<file path="src/rtl/m92_gfx_pkg.sv">
// Shared graphics constants, lane operation encoding and the bit-reverse helper
// used by the tile pixel shifter and its lanes.
package m92_gfx_pkg;

    localparam int PLANES_MIN   = 1;
    localparam int PLANES_MAX   = 8;
    localparam int WIDTH_NARROW = 8;
    localparam int WIDTH_WIDE   = 16;

    typedef enum logic [1:0] {
        LANE_HOLD  = 2'd0,
        LANE_SHIFT = 2'd1,
        LANE_LOAD  = 2'd2,
        LANE_CLEAR = 2'd3
    } lane_op_e;

    // Reverses the low w bits of v; the result sits in the low w bits, upper bits zero.
    function automatic logic [WIDTH_WIDE-1:0] bit_reverse(input logic [WIDTH_WIDE-1:0] v,
                                                          input int w);
        logic [WIDTH_WIDE-1:0] r;
        for (int i = 0; i < WIDTH_WIDE; i++) begin
            r[i] = v[WIDTH_WIDE-1-i];
        end
        return r >> (WIDTH_WIDE - w);
    endfunction

    function automatic logic legal_cfg(input int planes, input int width);
        return (planes >= PLANES_MIN) && (planes <= PLANES_MAX) &&
               ((width == WIDTH_NARROW) || (width == WIDTH_WIDE));
    endfunction

endpackage

</file>
<file path="src/rtl/shift_lane.sv">
// One bitplane lane: loads a word (optionally mirrored), shifts left one pixel at a
// time and presents its MSB as the current pixel bit.
module shift_lane
    import m92_gfx_pkg::*;
#(
    parameter int WIDTH = 8
) (
    input  logic             clock,
    input  logic             reset_n,
    input  lane_op_e         op,
    input  logic             flip,
    input  logic [WIDTH-1:0] load_data,
    output logic             msb
);

    logic [WIDTH-1:0] lane_q;
    logic [WIDTH-1:0] lane_d;
    logic [WIDTH-1:0] load_rev;

    assign load_rev = WIDTH'(bit_reverse(WIDTH_WIDE'(load_data), WIDTH));

    always_comb begin
        lane_d = lane_q;
        case (op)
            LANE_SHIFT: lane_d = {lane_q[WIDTH-2:0], 1'b0};
            LANE_LOAD:  lane_d = flip ? load_rev : load_data;
            LANE_CLEAR: lane_d = '0;
            default:    lane_d = lane_q;
        endcase
    end

    always_ff @(posedge clock or negedge reset_n) begin
        if (!reset_n) begin
            lane_q <= '0;
        end else begin
            lane_q <= lane_d;
        end
    end

    assign msb = lane_q[WIDTH-1];

endmodule

</file>
<file path="src/rtl/tile_pixel_shifter.sv">
// Tile pixel shifter: one-word holding buffer feeding PLANES shift lanes, emitting
// one pixel per ce_pixel with seamless word-to-word reload.
module tile_pixel_shifter
    import m92_gfx_pkg::*;
#(
    parameter int PLANES = 4,
    parameter int WIDTH  = 8,
    parameter int PAL_W  = 7
) (
    input  logic                    clock,
    input  logic                    reset_n,
    input  logic                    ce_pixel,
    input  logic                    flush,
    input  logic                    in_valid,
    output logic                    in_ready,
    input  logic [PLANES*WIDTH-1:0] in_planes,
    input  logic                    in_flip,
    input  logic [PAL_W-1:0]        in_pal,
    output logic                    out_valid,
    output logic [PLANES-1:0]       out_color,
    output logic [PAL_W-1:0]        out_pal,
    output logic                    out_opaque,
    output logic                    underflow
);

    localparam int CW = $clog2(WIDTH + 1);

    if (!legal_cfg(PLANES, WIDTH)) begin : g_bad_cfg
        $error("tile_pixel_shifter: unsupported PLANES/WIDTH combination");
    end

    logic [PLANES*WIDTH-1:0] buf_planes_q, buf_planes_d;
    logic                    buf_flip_q,   buf_flip_d;
    logic [PAL_W-1:0]        buf_pal_q,    buf_pal_d;
    logic                    buf_full_q,   buf_full_d;
    logic [PAL_W-1:0]        pal_q,        pal_d;
    logic [CW-1:0]           cnt_q,        cnt_d;
    logic                    underflow_q,  underflow_d;
    lane_op_e                lane_op;
    logic [PLANES-1:0]       lane_msb;
    logic                    handshake;

    assign in_ready  = !buf_full_q;
    assign handshake = in_valid && in_ready && !flush;

    always_comb begin
        buf_planes_d = buf_planes_q;
        buf_flip_d   = buf_flip_q;
        buf_pal_d    = buf_pal_q;
        buf_full_d   = buf_full_q;
        pal_d        = pal_q;
        cnt_d        = cnt_q;
        underflow_d  = 1'b0;
        lane_op      = LANE_HOLD;

        if (flush) begin
            buf_full_d = 1'b0;
            cnt_d      = '0;
            lane_op    = LANE_CLEAR;
        end else begin
            if (ce_pixel) begin
                if (cnt_q > CW'(1)) begin
                    lane_op = LANE_SHIFT;
                    cnt_d   = cnt_q - CW'(1);
                end else if (buf_full_q) begin
                    lane_op    = LANE_LOAD;
                    pal_d      = buf_pal_q;
                    cnt_d      = CW'(WIDTH);
                    buf_full_d = 1'b0;
                end else begin
                    lane_op     = LANE_CLEAR;
                    cnt_d       = '0;
                    underflow_d = (cnt_q == CW'(1));
                end
            end
            // Capture after the drain decision so a same-cycle load uses the old contents.
            if (handshake) begin
                buf_planes_d = in_planes;
                buf_flip_d   = in_flip;
                buf_pal_d    = in_pal;
                buf_full_d   = 1'b1;
            end
        end
    end

    always_ff @(posedge clock or negedge reset_n) begin
        if (!reset_n) begin
            buf_planes_q <= '0;
            buf_flip_q   <= 1'b0;
            buf_pal_q    <= '0;
            buf_full_q   <= 1'b0;
            pal_q        <= '0;
            cnt_q        <= '0;
            underflow_q  <= 1'b0;
        end else begin
            buf_planes_q <= buf_planes_d;
            buf_flip_q   <= buf_flip_d;
            buf_pal_q    <= buf_pal_d;
            buf_full_q   <= buf_full_d;
            pal_q        <= pal_d;
            cnt_q        <= cnt_d;
            underflow_q  <= underflow_d;
        end
    end

    for (genvar p = 0; p < PLANES; p++) begin : g_lane
        shift_lane #(.WIDTH(WIDTH)) u_lane (
            .clock     (clock),
            .reset_n   (reset_n),
            .op        (lane_op),
            .flip      (buf_flip_q),
            .load_data (buf_planes_q[p*WIDTH +: WIDTH]),
            .msb       (lane_msb[p])
        );
    end

    assign out_valid  = (cnt_q != '0);
    assign out_color  = lane_msb;
    assign out_pal    = pal_q;
    assign out_opaque = out_valid && (lane_msb != '0);
    assign underflow  = underflow_q;

endmodule

</file>
<file path="config.mk">
export PLATFORM = sky130hd
export DESIGN_NAME = tile_pixel_shifter
export DESIGN_NICKNAME = d
export VERILOG_FILES = /design/src/rtl/m92_gfx_pkg.sv /design/src/rtl/shift_lane.sv /design/src/rtl/tile_pixel_shifter.sv
export SDC_FILE = /design/constraint.sdc
export NUM_CORES = 1
export LEC_CHECK = 0
export ABC_AREA = 1
export CORE_AREA = 2 2 158 98
export CTS_CLUSTER_DIAMETER = 40
export CTS_CLUSTER_SIZE = 16
export DETAILED_ROUTE_END_ITERATION = 12
export DIE_AREA = 0 0 160 100
export GPL_ROUTABILITY_DRIVEN = 1
export PLACE_DENSITY = 0.51
export SETUP_SLACK_MARGIN = 0.15
export SLEW_MARGIN = 10
export SYNTH_ARGS = -nofsm -noshare
export SYNTH_HDL_FRONTEND = slang
export SYNTH_SLANG_ARGS = --single-unit
</file>
<file path="constraint.sdc">
create_clock -name clock -period 1.8 [get_ports clock]
set_clock_uncertainty 0.05 [all_clocks]
set_input_delay 0.36 -clock clock [delete_from_list [all_inputs] [get_ports clock]]
set_output_delay 0.36 -clock clock [all_outputs]
set_load 0.01 [all_outputs]
</file>
==> flow_summary.ini <==
[run_status]
status = finished clean

[power]
comb_power_share_pct = 46.9
internal-power_mw = 5.607
p_switching_mw = 3.286
total_power_mw = 8.893
seqPwrFrac_pct = 33.1
p_per_area_nw_per_um2 = 1423
clockPowerShare_pct = 20.0
ir_drop_v = 0.0005649
p_leak_nw = 3.184
switching_share_pct = 36.95

[synthesis]
synthTopCellsByArea = dfrtp_1 (49%), nand2_1 (18%), nand3_1 (6.6%), mux2_2 (6.0%), inv_1 (5.7%)
muxShareOfSynthArea_pct = 6.002
syn_area_per_cell_um2 = 7.761
synthAdderAreaFrac_pct = 0.8698
syn_nets = 604
ys_seq_area_share_pct = 49.29
synth_flop_cell = dfrtp_1
synth_xor_area_share_pct = 0.2030
async_flop_share_pct = 100.0
synth_top_family_by_area = simple AND/OR/NAND/NOR gates
synth_area_leader_cell = dfrtp_1
synth.top_cell.area_share_pct = 49.29
ys_warn_count = 0
synthTopCellsByCount = nand2_1 (203), dfrtp_1 (85), inv_1 (66)
yosys.area_share.simple_pct = 27.78
netlist_instances = 556
synth.most_common_cell = nand2_1
synth_seq_cells = 85
synth-edff-count = 0
synth_compound_area_share_pct = 5.480
synth_area_um2 = 4315
yosys.cell_types.count = 21

[setup_path]
r2r-end = out_pal[5]
crit_start = g_lane[3].u_lane.lane_q[7]
path_buf_inv = 2
worst_ep_required_time_ns = 1.39
critPathMaxFanout = 2
r2r-start = cnt_q[1]
critPathMaxStageDelay_ns = 0.38
critPathCapture = out_opaque
worst_setup_path_start_kind = flop
cp.depth = 4
reg2reg_depth = 10
cp-end-kind = primary output
slowest_stage = dfrtp_1
reg2reg_slack_ns = 0.09
critPathKind = reg -> out
cp_top_family = flip-flops
path_cells = or3_1 > o21ai_1 > inv_1 > buf_2
cp.arrival_ns = 1.38

[cts]
clkTransAtPathRegs_ns = 0.06
cts-root-buf = clkbuf_16
htreeDepth = 3
insertion_delay_ns = 0.34
numCtsBuffers = 9
cts_tree = done
cts_buffer_depth = 2
numClockSinks = 85

[sta]
tns_ns = 0
fin_ws_ns = 0.007697
setup_viol_count_final = 0
report.final.hold_viol_count = 0
finalMaxSlewViolations = 0
fmax_mhz = 557.9
rsz0062_at_grt = true
whs_ns = 0.4218
slew-limit-headroom_pct = 69.62
fin_crit_sh_pct = 99.57
tightest_slew_ns = 0.4557
min_period_ns = 1.792

[routing]
route.detailed.drc = 0
dr_total_vias = 3706
wl_um = 11180
wl_per_cell_um = 13.18
drtIter0Drc = 194
vias_per_cell = 4.370
firstDrtPassIters = 4
drt.antenna.violating_nets = 0

[job]
drv_cap = 0

[die]
start_util_pct = 29.15
die_h_um = 100
die_w_um = 160
io_pins = 60
row_count = 35
dieArea_um2 = 16000
coreArea_um2 = 14800

[hold_path]
worstHoldPathType = reg -> reg

[finish]
final_cells = 848
diodes = 0
synthToLayoutAreaGrowth_pct = 44.80
drive_above_1_share_pct = 25.74
nets = 690

[global_route]
grtUsageTotal_pct = 14.27
overflow = 0
grt_pass1_wl_um = 18390
antenna_found_initial = 0
grt_max_degree = 39
grt_pass1_vias = 3729

[placement]
dp_cells = 822
port_buffers = 59
hpwl_um = 7286
gp_congestion = 0.7643
place_ws_ns = -0.02658
[final cells by class]
| class | count | area, um^2 |
|---|---|---|
| fillers | 1471 | 8553 |
| flip-flops and latches | 85 | 2127 |
| multi-input cells | 369 | 2110 |
| repair buffers | 109 | 1205 |
| clock buffers | 13 | 280.3 |
| inverters | 68 | 267.8 |
| well taps | 203 | 254.0 |
| clock inverters | 1 | 5.005 |
[per-stage QoR]
step | util [%] | area, um^2
3_5_place_dp | 36.35 | 5380
4_1_cts | 38.61 | 5714
3_3_place_gp | 36.35 | 5380
2_1_floorplan | - | 4315
5_1_grt | 42.21 | 6248
6_report | 42.21 | 6248
[power by group through the flow]
stage	clock, mW	combinational, mW	sequential, mW
final	1.78	4.17	2.94
after floorplan	0	1.90	2.87
after global placement	0	3.11	2.91
after global routing	1.93	4.63	3.03
after detailed placement	0	3.15	2.94
after CTS	1.83	3.24	2.92
[registers in the layout, summed over array words and instances (netlist names)]
name / cells
buf_planes_q: 32
g_lane.u_lane.lane_q: 32
buf_pal_q: 7
out_pal: 7
cnt_q: 4
buf_flip_q: 1
buf_full_q: 1
underflow: 1
[routing by layer]
layer	share of wire, %	global-route usage, %	wire length [um]	vias to the layer above
met3	3.3	3.636	370	10
met5	0	0	0	-
li1	-	-	-	1885
met2	45	22.58	5038	48
met4	1.0	3.257	116	0
met1	51	19.85	5649	1763
[kinds of logic after synthesis]
logic type      count (synthesis)
mux                            23
flops                          85
xor+xnor                        1
buf+inv                       102
compound gates                 47
fa+ha+maj                       3
simple gates                  295
[what timing repair did]
action,in CTS,in global routing
buffers inserted,2,5
hold buffers,1,0
pin swaps,4,48
setup endpoints to repair,49,45
resized for setup,33,102
gates cloned,0,4
endpoints found under the hold margin,30,0
[cell usage in the layout (no fill, tap or decap), types with 2 or more instances in the layout]
master	instances
ha_4	3
nand2_2	21
o21ai_2	2
buf_8	3
nor2_1	23
dfrtp_1	85
nand3_2	30
buf_6	10
nand2_4	2
a21oi_1	21
nand3_4	5
nand3_1	22
clkdlybuf4s50_1	43
inv_1	62
nor2_4	5
buf_4	24
buf_12	10
dlymetal6s2s_1	2
clkbuf_8	4
nor3_1	2
o21ai_0	12
o21ai_1	11
nand2_1	181
nor2_2	2
inv_2	5
dlygate4sd2_1	11
mux2_2	23
clkbuf_16	13
[worst register-to-register path: cells and delay by family, from the launching register on]
| kind | cells | cell delay (ns) |
|---|---|---|
| adders and majority gates | 1 | 0.15 |
| DFF | 1 | 0.38 |
| AOI/OAI and AO/OA | 1 | 0.05 |
| and+or+nand+nor | 4 | 0.40 |
| buffers and inverters | 4 | 0.58 |
[how the worst min path moves through the flow]
stage	from	endpoint	slack, ns	cells after the start
detailed placement	reset_n	buf_pal_q[1]	0.30	1
floorplan	reset_n	buf_flip_q	0.01	0
CTS	g_lane[1].u_lane.lane_q[5]	g_lane[1].u_lane.lane_q[5]	0.43	2
finish	g_lane[3].u_lane.lane_q[4]	g_lane[3].u_lane.lane_q[4]	0.42	2
global placement	reset_n	out_pal[0]	0.30	1
global route	g_lane[0].u_lane.lane_q[5]	g_lane[0].u_lane.lane_q[5]	0.45	2
Power figures use the tool's default switching activity.
